==> src/rtl/pipe_hazard_ctrl_pkg.sv <==
// Shared definitions for the pipeline hazard controller and its helpers.
// Purpose: RV64 opcode constants, the hard-wired zero register address,
//          bus typedefs and the sequencer state enum.
// Ports:   none (package).
package pipe_hazard_ctrl_pkg;

   typedef logic [4:0]  RegAddrBus;
   typedef logic [63:0] AddrBus;
   typedef logic [6:0]  OpcodeBus;

   localparam OpcodeBus OPC_LOAD   = 7'b0000011;
   localparam OpcodeBus OPC_OP     = 7'b0110011;
   localparam OpcodeBus OPC_OP32   = 7'b0111011;
   localparam OpcodeBus OPC_STORE  = 7'b0100011;
   localparam OpcodeBus OPC_BRANCH = 7'b1100011;
   localparam OpcodeBus OPC_LUI    = 7'b0110111;
   localparam OpcodeBus OPC_AUIPC  = 7'b0010111;
   localparam OpcodeBus OPC_JAL    = 7'b1101111;
   localparam OpcodeBus OPC_JALR   = 7'b1100111;

   localparam RegAddrBus REG_ZERO = 5'd0;

   // RUN is normal flow; SHADOW keeps IF/ID flushed while the stale
   // fetches issued before a redirect drain out of the IRAM.
   typedef enum logic {
      ST_RUN,
      ST_SHADOW
   } HazState;

endpackage

==> src/rtl/rs_use_decode.sv <==
// Register-usage decode.
// Purpose: tells whether the instruction with the given opcode actually
//          reads rs1 / rs2, so that spurious field matches do not cause
//          stalls or forwarding.
// Ports:   i_opcode   - opcode of the decoded instruction
//          o_rs1Used  - instruction reads rs1
//          o_rs2Used  - instruction reads rs2
module rs_use_decode
   import pipe_hazard_ctrl_pkg::*;
(
   input  OpcodeBus i_opcode,
   output logic     o_rs1Used,
   output logic     o_rs2Used
);

   // Only U-type and JAL lack rs1; only R, S and B formats carry rs2.
   always_comb begin
      o_rs1Used = 1'b1;
      o_rs2Used = 1'b0;
      case (i_opcode)
         OPC_LUI, OPC_AUIPC, OPC_JAL:              o_rs1Used = 1'b0;
         OPC_OP, OPC_OP32, OPC_STORE, OPC_BRANCH:  o_rs2Used = 1'b1;
         OPC_LOAD, OPC_JALR:                       ;
         default:                                  ;
      endcase
   end

endmodule

==> src/rtl/pipe_hazard_ctrl.sv <==
// Central pipeline sequencer for the 5-stage core.
// Purpose: inserts the load-use stall bubble, sequences the flush after an
//          EX redirect (plus SHADOW_CYCLES of fetch-latency shadow), freezes
//          the pipe while data memory is busy and counts hazard events.
// Ports:   clk, rst                    - clock, synchronous active-high reset
//          id_opcode_i/rs1/rs2         - instruction currently in ID
//          ex_opcode_i/rd/wreg         - instruction currently in EX
//          ex_redirect_i/_pc_i         - taken branch/jump and its target
//          mem_busy_i                  - data memory stall request
//          pc_*, if_id_*, id_ex_*,
//          ex_mem_stall_o, mem_wb_bubble_o - per-register hold/bubble controls
//          loaduse_cnt_o, redirect_cnt_o   - performance counters
module pipe_hazard_ctrl
   import pipe_hazard_ctrl_pkg::*;
#(
   parameter int SHADOW_CYCLES = 1,
   parameter int CNT_W         = 32
)(
   input  logic             clk,
   input  logic             rst,
   input  OpcodeBus         id_opcode_i,
   input  RegAddrBus        id_rs1_addr_i,
   input  RegAddrBus        id_rs2_addr_i,
   input  OpcodeBus         ex_opcode_i,
   input  RegAddrBus        ex_rd_addr_i,
   input  logic             ex_wreg_i,
   input  logic             ex_redirect_i,
   input  AddrBus           ex_redirect_pc_i,
   input  logic             mem_busy_i,
   output logic             pc_stall_o,
   output logic             pc_redirect_o,
   output AddrBus           pc_redirect_addr_o,
   output logic             if_id_stall_o,
   output logic             if_id_flush_o,
   output logic             id_ex_stall_o,
   output logic             id_ex_bubble_o,
   output logic             ex_mem_stall_o,
   output logic             mem_wb_bubble_o,
   output logic [CNT_W-1:0] loaduse_cnt_o,
   output logic [CNT_W-1:0] redirect_cnt_o
);

   localparam logic [1:0]       SH_LOAD = 2'(SHADOW_CYCLES);
   localparam logic [CNT_W-1:0] CNT_ONE = CNT_W'(1);

   HazState          r_state;
   logic [1:0]       r_shCnt;
   logic [CNT_W-1:0] r_luCnt;
   logic [CNT_W-1:0] r_rdCnt;

   logic w_rs1Used;
   logic w_rs2Used;
   logic w_loadUse;
   logic w_evRedirect;
   logic w_evShadow;
   logic w_evLoadUse;

   rs_use_decode u_rsUse (
      .i_opcode  (id_opcode_i),
      .o_rs1Used (w_rs1Used),
      .o_rs2Used (w_rs2Used)
   );

   // A load in EX whose destination feeds the ID instruction cannot be
   // forwarded in time; x0 never carries a real dependency.
   assign w_loadUse = (ex_opcode_i == OPC_LOAD) && ex_wreg_i &&
                      (ex_rd_addr_i != REG_ZERO) &&
                      ((w_rs1Used && (id_rs1_addr_i == ex_rd_addr_i)) ||
                       (w_rs2Used && (id_rs2_addr_i == ex_rd_addr_i)));

   // Priority chain: reset, memory freeze, redirect, shadow flush, load-use.
   // The mem-busy freeze holds EX, so a pending redirect is simply replayed
   // once the freeze lifts. The ev* flags tell the state register which
   // event actually took effect this cycle.
   always_comb begin
      pc_stall_o      = 1'b0;
      pc_redirect_o   = 1'b0;
      if_id_stall_o   = 1'b0;
      if_id_flush_o   = 1'b0;
      id_ex_stall_o   = 1'b0;
      id_ex_bubble_o  = 1'b0;
      ex_mem_stall_o  = 1'b0;
      mem_wb_bubble_o = 1'b0;
      w_evRedirect    = 1'b0;
      w_evShadow      = 1'b0;
      w_evLoadUse     = 1'b0;
      if (rst) begin
         if_id_flush_o  = 1'b1;
         id_ex_bubble_o = 1'b1;
      end else if (mem_busy_i) begin
         pc_stall_o      = 1'b1;
         if_id_stall_o   = 1'b1;
         id_ex_stall_o   = 1'b1;
         ex_mem_stall_o  = 1'b1;
         mem_wb_bubble_o = 1'b1;
      end else if (ex_redirect_i) begin
         pc_redirect_o  = 1'b1;
         if_id_flush_o  = 1'b1;
         id_ex_bubble_o = 1'b1;
         w_evRedirect   = 1'b1;
      end else if (r_state == ST_SHADOW) begin
         if_id_flush_o = 1'b1;
         w_evShadow    = 1'b1;
      end else if (w_loadUse) begin
         pc_stall_o     = 1'b1;
         if_id_stall_o  = 1'b1;
         id_ex_bubble_o = 1'b1;
         w_evLoadUse    = 1'b1;
      end
   end

   assign pc_redirect_addr_o = ex_redirect_pc_i;
   assign loaduse_cnt_o      = rst ? '0 : r_luCnt;
   assign redirect_cnt_o     = rst ? '0 : r_rdCnt;

   // Sequencer state and counters. A redirect (re)loads the shadow count;
   // SHADOW leaves once the last shadow cycle has been flushed.
   always_ff @(posedge clk) begin
      if (rst) begin
         r_state <= ST_RUN;
         r_shCnt <= 2'd0;
         r_luCnt <= '0;
         r_rdCnt <= '0;
      end else if (w_evRedirect) begin
         r_rdCnt <= r_rdCnt + CNT_ONE;
         if (SHADOW_CYCLES > 0) begin
            r_state <= ST_SHADOW;
            r_shCnt <= SH_LOAD;
         end
      end else if (w_evShadow) begin
         if (r_shCnt <= 2'd1) begin
            r_state <= ST_RUN;
            r_shCnt <= 2'd0;
         end else begin
            r_shCnt <= r_shCnt - 2'd1;
         end
      end else if (w_evLoadUse) begin
         r_luCnt <= r_luCnt + CNT_ONE;
      end
   end

endmodule

==> config.mk <==
export PLATFORM = sky130hd
export DESIGN_NAME = pipe_hazard_ctrl
export DESIGN_NICKNAME = d
export VERILOG_FILES = /design/src/rtl/pipe_hazard_ctrl_pkg.sv /design/src/rtl/rs_use_decode.sv /design/src/rtl/pipe_hazard_ctrl.sv
export SDC_FILE = /design/constraint.sdc
export NUM_CORES = 1
export LEC_CHECK = 0
export BUFFER_PORTS_ARGS = -buffer_cell sky130_fd_sc_hd__buf_2
export CAP_MARGIN = 20
export CORE_UTILIZATION = 25
export CTS_BUF_LIST = sky130_fd_sc_hd__clkbuf_4
export DETAILED_ROUTE_END_ITERATION = 6
export RECOVER_POWER = 100
export SLEW_MARGIN = 20
export SYNTH_ARGS = -nofsm -noshare
export SYNTH_HDL_FRONTEND = slang
export SYNTH_SLANG_ARGS = --single-unit
==> constraint.sdc <==
create_clock -name clk -period 2.3 [get_ports clk]
set_clock_uncertainty 0.2 [all_clocks]
set_input_delay 0 -clock clk [delete_from_list [all_inputs] [get_ports clk]]
set_output_delay 0 -clock clk [all_outputs]
set_load 0.03 [all_outputs]
Word-level counts from Yosys, hierarchy flattened
Index checks and enable logic that the tools add are counted.
{ "op_classes": {"addsub": 3, "multipliers": 0, "div_mod_pow": 0, "order_cmp": 1, "n_eq_ne": 10, "shift": 0, "n_mux": 32, "bitwise_logic": 2, "reduce_logical": 14} }
{ "op_table": {"columns": ["op", "n"], "rows": [
  ["32-bit by 1-bit adder with 32-bit output, second input constant", 2],
  ["32-bit two-way mux", 2],
  ["1-bit two-way mux", 29],
  ["7-bit by 6-bit equality test with 1-bit output, second input constant", 4],
  ["7-bit equality test, second input constant", 2],
  ["5-bit equality test", 2],
  ["7-bit by 2-bit equality test with 1-bit output, second input constant", 1],
  ["7-bit by 5-bit equality test with 1-bit output, second input constant", 1],
  ["1-bit logical AND", 5],
  ["5-bit nonzero test", 1],
  ["2-bit nonzero test", 2],
  ["4-bit OR reduction", 1],
  ["3-bit AND reduction", 1],
  ["3-bit OR reduction", 1],
  ["2-bit by 1-bit <= comparator with 1-bit output, second input constant", 1],
  ["2-bit two-way mux", 1],
  ["1-bit NOT", 2],
  ["2-bit AND reduction", 1],
  ["2-bit OR reduction", 1],
  ["2-bit by 1-bit subtractor with 2-bit output, second input constant", 1],
  ["1-bit logical OR", 1]
]} }
{ "word_totals": {"ff_bits": 67, "latchBits": 0, "ram_bits": 0, "mem_bits_ro": 0, "input_bits": 98, "output_inout_bits": 136, "memories": 0} }

Logic depth before layout (Yosys ltp)
Gate-level depths: netlist of the first run.
{ "depth": {"depth_word": 12, "depth_mapped": 7} }

Hierarchy
A second synthesis of the first run with hierarchy kept.
{ "hier_totals": {"hier_cells": 557, "area_unflattened_um2": 4451.8} }
{ "modules_own_cells": {"columns": ["module", "instances", "cells_per_inst", "area_per_inst_um2", "seq_area_each_um2"], "rows": [
  ["pipe_hazard_ctrl", 1, 551, 4400.5, 1341.3],
  ["rs_use_decode", 1, 6, 51.3, 0.0]
]} }

Worst setup path after synthesis of the first run
No wires, ideal clock.
{ "synth_path": {"path_kind": "flip-flop to flip-flop", "from": "register r_luCnt[2]", "to": "register r_luCnt[31]", "arrival_ns": 1.865, "slack_ns": 0.112, "stages_incl_launch_ff": 6, "n_path_buf": 0, "period_less_slack_ns": 2.188, "cell_sequence": "dfxtp_1 -> and4_4 -> nand3_4 -> or4_4 -> nor4_2 -> mux2_1"} }
{ "synth_between": {"elab_chain_cells": 1} }
{ "synth_lines": {"columns": ["element", "line_no", "source"], "rows": [
  ["start: declaration", "pipe_hazard_ctrl.sv:48", "logic [CNT_W-1:0] r_luCnt;"],
  ["start signal: assignment", "pipe_hazard_ctrl.sv:138", "r_luCnt <= r_luCnt + CNT_ONE;"],
  ["32-bit by 1-bit adder with 32-bit output", "pipe_hazard_ctrl.sv:138", null]
]} }
Every way passes these cells.
A chain may end at the register's enable or synchronous reset.

Worst setup path after layout of the first run
{ "layout_path": {"from": "register r_state", "to": "register r_luCnt[14]"} }
{ "layout_between": {"elab_chain_cells": 6, "elab_cells_between_ends": 10, "cone_classes": "8 x mux; 1 x bitwise; 1 x reduce/logical"} }
{ "layout_lines": {"columns": ["element", "line_no", "source"], "rows": [
  ["start: declaration", "pipe_hazard_ctrl.sv:46", "HazState r_state;"],
  ["start signal: assignment", "pipe_hazard_ctrl.sv:120", "r_state <= ST_RUN;"],
  ["start signal: assignment", "pipe_hazard_ctrl.sv:127", "r_state <= ST_SHADOW;"],
  ["start signal: assignment", "pipe_hazard_ctrl.sv:132", "r_state <= ST_RUN;"],
  ["1-bit two-way mux", "pipe_hazard_ctrl.sv:101", "end else if (r_state == ST_SHADOW) begin"],
  ["1-bit two-way mux", "pipe_hazard_ctrl.sv:96", "end else if (ex_redirect_i) begin"],
  ["1-bit two-way mux", "pipe_hazard_ctrl.sv:90", "end else if (mem_busy_i) begin"],
  ["1-bit two-way mux", "pipe_hazard_ctrl.sv:87", "if (rst) begin"],
  ["1-bit NOT (no line)", null, null],
  ["3-bit AND reduction (no line) (*)", null, null]
]} }
Mark *: on every way between the ends. The rest lies on a longest branch, timed or not.

==> flow_summary_export.csv, run 1 <==
group,metric,value,unit
route,vias_per_cell,4.50,
setup_path,cp-end-kind,"register",
setup_path,reg2reg_slack,0.05,ns
setup_path,cp-start-kind,"register",
floorplanning,start_util,0.258,
power,p_clk_frac,0.366,
route,dr_total_vias,4113,
setup_path,crit_arrival,2.39,ns
route,drt_wl_total,11800,µm
setup_path,critPathSlowestCell,"dfxtp_2",
power,p_switching,0.000733,W
power,combPwrFrac,0.168,
sta,fin_hold_ws,0.0900,ns
route,ant_nets,0,
sta,slew_headroom,0.526,
logic_synthesis,syn_nets,641,
power,leakagePower,2.31,nW
clocking,clockBufferDepth,2,
global_route,grt_pass1_wl,18300,µm
global_route,grt_start_max_net_pins,50,
clocking,clkLatencyLatePin,0.45,ns
floorplanning,die_area,18500,µm²
setup_path,path_class,"reg -> reg",
global_route,met1_usage,0.158,
power,switching_share,0.292,
power,p_int,0.00177,W
sta,hold_viol_final,0,
logic_synthesis,yosys_register_bits,67,
layout,syn2layout_area_growth,33.8,%
setup_path,r2r_start,"r_state",
sta,drv_slew,0,
placed_design,dp_hpwl,8180,µm
logic_synthesis,synth_edf_count,0,
min_path,hp-start,"id_opcode_i[0]",
clocking,cts_htree_levels,3,
logic_synthesis,ys_types,55,
logic_synthesis,synthArstFlopShare,0,
layout,nFillCells,1836,
sta,min_period,2.25,ns
global_route,met2_usage,0.206,
layout,antenna_cells,0,
clocking,cts_buffers,9,
route,drt-initial-drc-count,137,
logic_synthesis,synthCells,541,
setup_path,timing.rr.end,"r_luCnt[14]",
route,drc,0,
layout,final_area,6000,µm²
floorplanning,ios,234,
setup_path,crit_fanout,11,
placed_design,gp_congestion,0.825,
route,dr.pass1.iters,4,
floorplanning,die_w,136,µm
setup_path,rr_worst_depth,8,
setup_path,cp_num_buf_inv,2,
setup_path,critPathRequiredTime,2.44,ns
logic_synthesis,synth_warnings,0,
run_status,status,"finished clean",
placed_design,placed_area,5010,µm²
logic_synthesis,ys_seq_area_frac,0.299,
global_route,grt_pass1_vias,3750,
min_path,min_path_cells,6,
sta,fmax,444,MHz
setup_path,cp_cell_sequence,"nor4_2, nand4b_1, nor2_4, a22oi_4, buf_12, buf_4, nor3_2, mux2_4",
min_path,whs_endpoint,"r_luCnt[21]",
clocking,clock-sinks,67,
logic_synthesis,netlist.top_cell.by_area,"dfxtp_1",
run,cap_violations,0,
layout,final_common_cell,"nor2_1",
clocking,ctsRootBufferMaster,"clkbuf_4",
clocking,cts_tree,"yes",
setup_path,slowest_delay,0.35,ns
layout,layout_common_cells,"nor2_1, dlygate4sd3_1, nor2b_1",
logic_synthesis,ys.flop_type,"dfxtp_1",
route,wl_per_cell,12.9,µm
clocking,clk_pin_slew_worst_paths,0.12,ns
logic_synthesis,syn-cell-area,4490,µm²
floorplanning,core_area,17400,µm²
power,pwr-share-seq,0.466,
layout,seqCellArea,1350,µm²
global_route,busiest_layer,"met2",
sta,rsz0062_at_grt,"true",
min_path,hp-class,"in -> reg",
global_route,grt_usage,0.126,
global_route,grt_overflow,0,
floorplanning,die_h,136,µm
logic_synthesis,syn_area_per_cell,8.29,µm²
sta,setup_viol,0,
global_route,grt_antenna_before_repair,0,
global_route,grt_use_met3,0.0339,
placed_design,port_buffers,105,
logic_synthesis,synth_top_area_share,0.299,
sta,period_share,0.979,
layout,multi_input_area,2660,µm²
setup_path,path_delay_family,"simple AND/OR/NAND/NOR gates",
floorplanning,row_count,48,
layout,drive_gt1_frac,0.238,
sta,tightestPinTransition,0.711,ns
power,powerDensity,417,nW/µm²
layout,nets,785,
logic_synthesis,ys_top_cells_by_area,"dfxtp_1, buf_4, nor2b_1, nor2_1, xor2_1",
power,irDropWorstVdd,411,µV
-- state kept, by name, summed over array words and instances, names as in the netlist --
register	count
r_shCnt	2
r_luCnt	32
r_rdCnt	32
r_state	1
-- worst register-to-register path: cells and delay by family (launching register included) --
family          cells  cell delay (ns)
simple gates        4             0.83
flops               1             0.35
mux                 1             0.31
compound gates      1             0.12
buf+inv             2             0.33
-- area by class of cell --
class / instances / share of cell area
Tap cell: 225 / 0.0469
Clock buffer: 10 / 0.0125
Sequential cell: 67 / 0.225
Timing Repair Buffer: 221 / 0.256
Multi-Input combinational cell: 383 / 0.443
Inverter: 3 / 0.00188
Clock inverter: 6 / 0.0150
-- kinds of logic after synthesis --
group	count (synthesis)	synth area share
AO/OA/AOI/OAI	27	0.0391
flip-flops	67	0.299
multiplexers	23	0.0650
buffers and inverters	91	0.138
AND/OR/NAND/NOR	290	0.374
adder cells (fa/ha/maj)	2	0.00558
XOR/XNOR	41	0.0801
-- worst max-delay path by stage --
stage | start | endpoint | cells after the start
final | r_state | r_luCnt[14] | 8
after global routing | r_state | r_luCnt[14] | 8
after CTS | r_state | id_ex_bubble_o | 7
after detailed placement | r_luCnt[5] | r_luCnt[27] | 7
after global placement | r_luCnt[5] | r_luCnt[27] | 7
after floorplan | r_luCnt[2] | r_luCnt[31] | 5
-- metal layers --
| metal | routed length (µm) | vias up |
|---|---|---|
| met5 | 0 | - |
| met4 | 158 | 0 |
| met3 | 677 | 14 |
| met2 | 5650 | 138 |
| met1 | 5280 | 1883 |
| li1 | - | 2078 |
-- synth_stat cells (2+ instances only) --
library cell / count
nor2_1: 74
ha_1: 2
nand3b_1: 2
mux2_2: 5
nor2b_1: 65
xor2_1: 22
and3_1: 7
nor4_1: 10
nor3b_1: 2
nand4b_1: 2
o21ai_0: 10
buf_1: 5
nor4_2: 3
or3_1: 6
clkbuf_1: 12
a21oi_1: 8
nor3_2: 9
inv_1: 3
nor4_4: 2
nand4_1: 18
mux2_1: 8
nand3_1: 30
mux2_4: 9
dfxtp_1: 67
or4_1: 5
a21o_1: 2
nor3_1: 4
buf_4: 68
and4_1: 5
xnor2_1: 19
nand2_1: 29
nor2_2: 2
nand2b_1: 4
-- what timing repair did --
action / CTS / global route
setup buffers: 3 / 5
pin swaps: 6 / 12
endpoints found under the setup margin: 9 / 22
endpoints found under the hold margin: 110 / 0
gates resized for setup: 13 / 26
hold buffers: 70 / 0
-- power by group through the flow --
stage	combinational, W	sequential (W)	clock (W)
after CTS	0.000420	0.00117	0.000958
final	0.000420	0.00117	0.000916
after detailed placement	0.000194	0.00119	0
after global placement	0.000192	0.00119	0
after floorplan	0.000330	0.00119	0
after global routing	0.000449	0.00117	0.000994
-- per-stage QoR --
step / total power, W / setup WS [ns] / instances / utilization / setup TNS, ns
final: 0.00251 / 0.0494 / 915 / 0.345 / 0
after CTS: 0.00255 / 0.0165 / 911 / 0.343 / 0
after floorplan: 0.00152 / 0.112 / 541 / - / 0
after global routing: 0.00261 / -0.0634 / 915 / 0.345 / -0.701
after global placement: 0.00139 / -0.0561 / 822 / 0.288 / -0.128
after detailed placement: 0.00139 / -0.0962 / 822 / 0.288 / -0.250
No activity file was read; power rests on OpenSTA's default activity.
==> run 2: changes to the inputs <==
- ABC_AREA: unset -> 1
==> flow_summary_export.csv, run 2 <==
group,metric,value,unit
run_status,status,"finished clean",
sta,fmax,474,MHz
logic_synthesis,yosys_register_bits,67,
floorplanning,core_area,19700,µm²
run,cap_violations,0,
placed_design,gp_congestion,0.876,
logic_synthesis,ys_top_cells_by_area,"dfxtp_1, nor2_1, nand2_1, inv_1, buf_4",
floorplanning,start_util,0.257,
sta,tns,0,ns
layout,largestRegisters,"r_luCnt x32, r_rdCnt x32, r_shCnt x2",
floorplanning,die_h,144,µm
setup_path,critPathSlowestCell,"dfxtp_1",
layout,syn2layout_area_growth,21.1,%
sta,min_period,2.11,ns
setup_path,cp-end-kind,"register",
route,drt-initial-drc-count,261,
logic_synthesis,ys_top_cells_by_count,"nor2_1, nand2_1, inv_1",
global_route,grt_overflow,0,
global_route,grt_use_met3,0.0268,
logic_synthesis,ys.flop_type,"dfxtp_1",
sta,slew_headroom,0.607,
power,pwr-share-seq,0.518,
floorplanning,ios,234,
setup_path,slowest_delay,0.42,ns
logic_synthesis,synth_edf_count,0,
power,p_switching,0.000735,W
clocking,cts_tree,"yes",
setup_path,cp-start-kind,"register",
logic_synthesis,synthArstFlopShare,0,
sta,period_share,0.918,
sta,drv_slew,0,
route,dr.pass1.iters,5,
placed_design,port_buffers,105,
global_route,met2_usage,0.255,
logic_synthesis,ys_types,34,
layout,layout_common_cells,"nor2_1, nand2_1, inv_1",
power,irDropWorstVdd,179,µV
route,wl_per_cell,12.2,µm
layout,drive_gt1_frac,0.0901,
power,p_clk_frac,0.292,
global_route,busiest_layer,"met2",
route,dr_total_vias,5354,
logic_synthesis,synthCells,842,
global_route,grt_start_max_net_pins,45,
clocking,clockBufferDepth,2,
layout,nets,1062,
logic_synthesis,syn-cell-area,5060,µm²
logic_synthesis,syn_nets,942,
sta,hold_viol_final,0,
global_route,grt_pass1_vias,4961,
setup_path,crit_fanout,7,
sta,setup_viol,0,
route,drt_wl_total,15000,µm
setup_path,crit_arrival,2.26,ns
power,p_int,0.00152,W
power,combPwrFrac,0.190,
setup_path,path_class,"reg -> reg",
logic_synthesis,ys_seq_area_frac,0.265,
route,drc,0,
sta,tightestPinTransition,0.589,ns
logic_synthesis,yosysMostFrequentCell,"nor2_1",
route,vias_per_cell,4.35,
layout,utilization,0.312,
clocking,clock-sinks,67,
route,ant_nets,0,
global_route,grt_usage,0.145,
logic_synthesis,netlist.top_cell.by_area,"dfxtp_1",
power,switching_share,0.326,
layout,final_common_cell,"nor2_1",
logic_synthesis,syn_area_per_cell,6.00,µm²
global_route,met1_usage,0.181,
layout,nFillCells,2302,
clocking,clk_pin_slew_worst_paths,0.12,ns
floorplanning,row_count,51,
setup_path,crit_top_cell,"nand3_1",
layout,antenna_cells,0,
clocking,clkLatencyLatePin,0.44,ns
global_route,grt_antenna_before_repair,0,
logic_synthesis,synth_warnings,0,
setup_path,critPathRequiredTime,2.45,ns
clocking,ctsRootBufferMaster,"clkbuf_4",
placed_design,dp_hpwl,11000,µm
logic_synthesis,synth_top_area_share,0.265,
setup_path,cp_cell_sequence,"nand3_1, inv_1, nand2_1, nor2_1, nand3_1, nor2_2, nand3_1, o21ai_0, a21oi_1",
floorplanning,die_w,144,µm
power,powerDensity,368,nW/µm²
clocking,cts_buffers,9,
sta,rsz0062_at_grt,"false",
floorplanning,die_area,20800,µm²
min_path,hp-class,"in -> reg",
global_route,grt_pass1_wl,23900,µm
clocking,cts_htree_levels,3,
power,leakagePower,2.39,nW
[run 2: repair_timing]
item | 4_1_cts | 5_1_grt
endpoints found under the hold margin | 88 | 3
resized for setup | 0 | 2
hold buffers | 73 | 1
buffers inserted | 0 | 6
setup endpoints to repair | 0 | 11
[run 2: layout make-up]
| class | instances | area [µm²] | area share |
|---|---|---|---|
| Clock buffer | 9 | 67.6 | 0.0110 |
| Clock inverter | 6 | 33.8 | 0.00552 |
| Inverter | 147 | 553 | 0.0903 |
| Multi-Input combinational cell | 542 | 2500 | 0.409 |
| Sequential cell | 67 | 1340 | 0.219 |
| Tap cell | 265 | 332 | 0.0541 |
| Timing Repair Buffer | 195 | 1290 | 0.211 |
[run 2: final timing paths]
kind / start / to / slack [ns] / depth (start not counted)
setup reg to reg: r_rdCnt[2] / r_rdCnt[21] / 0.19 / 9
hold / removal: ex_opcode_i[6] / r_luCnt[26] / 0.05 / 8
hold reg to reg: r_shCnt[1] / r_shCnt[1] / 0.27 / 2
setup / recovery: r_rdCnt[2] / r_rdCnt[21] / 0.19 / 9
[run 2: logic make-up after synthesis]
family,synth area share
flops,0.265
fa+ha+maj,0.00495
buf+inv,0.225
compound gates,0.0730
simple gates,0.397
xor+xnor,0.0346
[run 2: routing by layer]
| metal | up-vias | wire (µm) |
|---|---|---|
| met4 | 0 | 191 |
| met3 | 18 | 720 |
| met1 | 2393 | 6730 |
| li1 | 2780 | - |
| met2 | 163 | 7330 |
| met5 | - | 0 |
[run 2: stage by stage]
stage                     total power, W  worst slack, ns  instances  area (µm²)  hold slack, ns
after floorplan                  0.00153            0.278        842        5060         -0.0683
after global placement           0.00139            0.330       1137        5410          -0.200
after detailed placement         0.00140            0.318       1137        5410          -0.200
after CTS                        0.00229           0.0696       1225        6240          0.0276
after global routing             0.00236           0.0168       1231        6120          0.0852
final                            0.00225            0.190       1231        6120          0.0504
[run 2: critical path, delay by kind of cell, from the launching register on]
| family | cells | cell delay [ns] |
|---|---|---|
| compound gates | 2 | 0.21 |
| buf+inv | 1 | 0.08 |
| flops | 1 | 0.42 |
| simple gates | 6 | 1.11 |
[run 2: power groups by stage]
stage	clock (W)	sequential [W]	combinational, W
after floorplan	0	0.00119	0.000336
after global placement	0	0.00119	0.000200
after detailed placement	0	0.00119	0.000201
after CTS	0.000687	0.00117	0.000429
after global routing	0.000734	0.00117	0.000462
final	0.000658	0.00117	0.000428
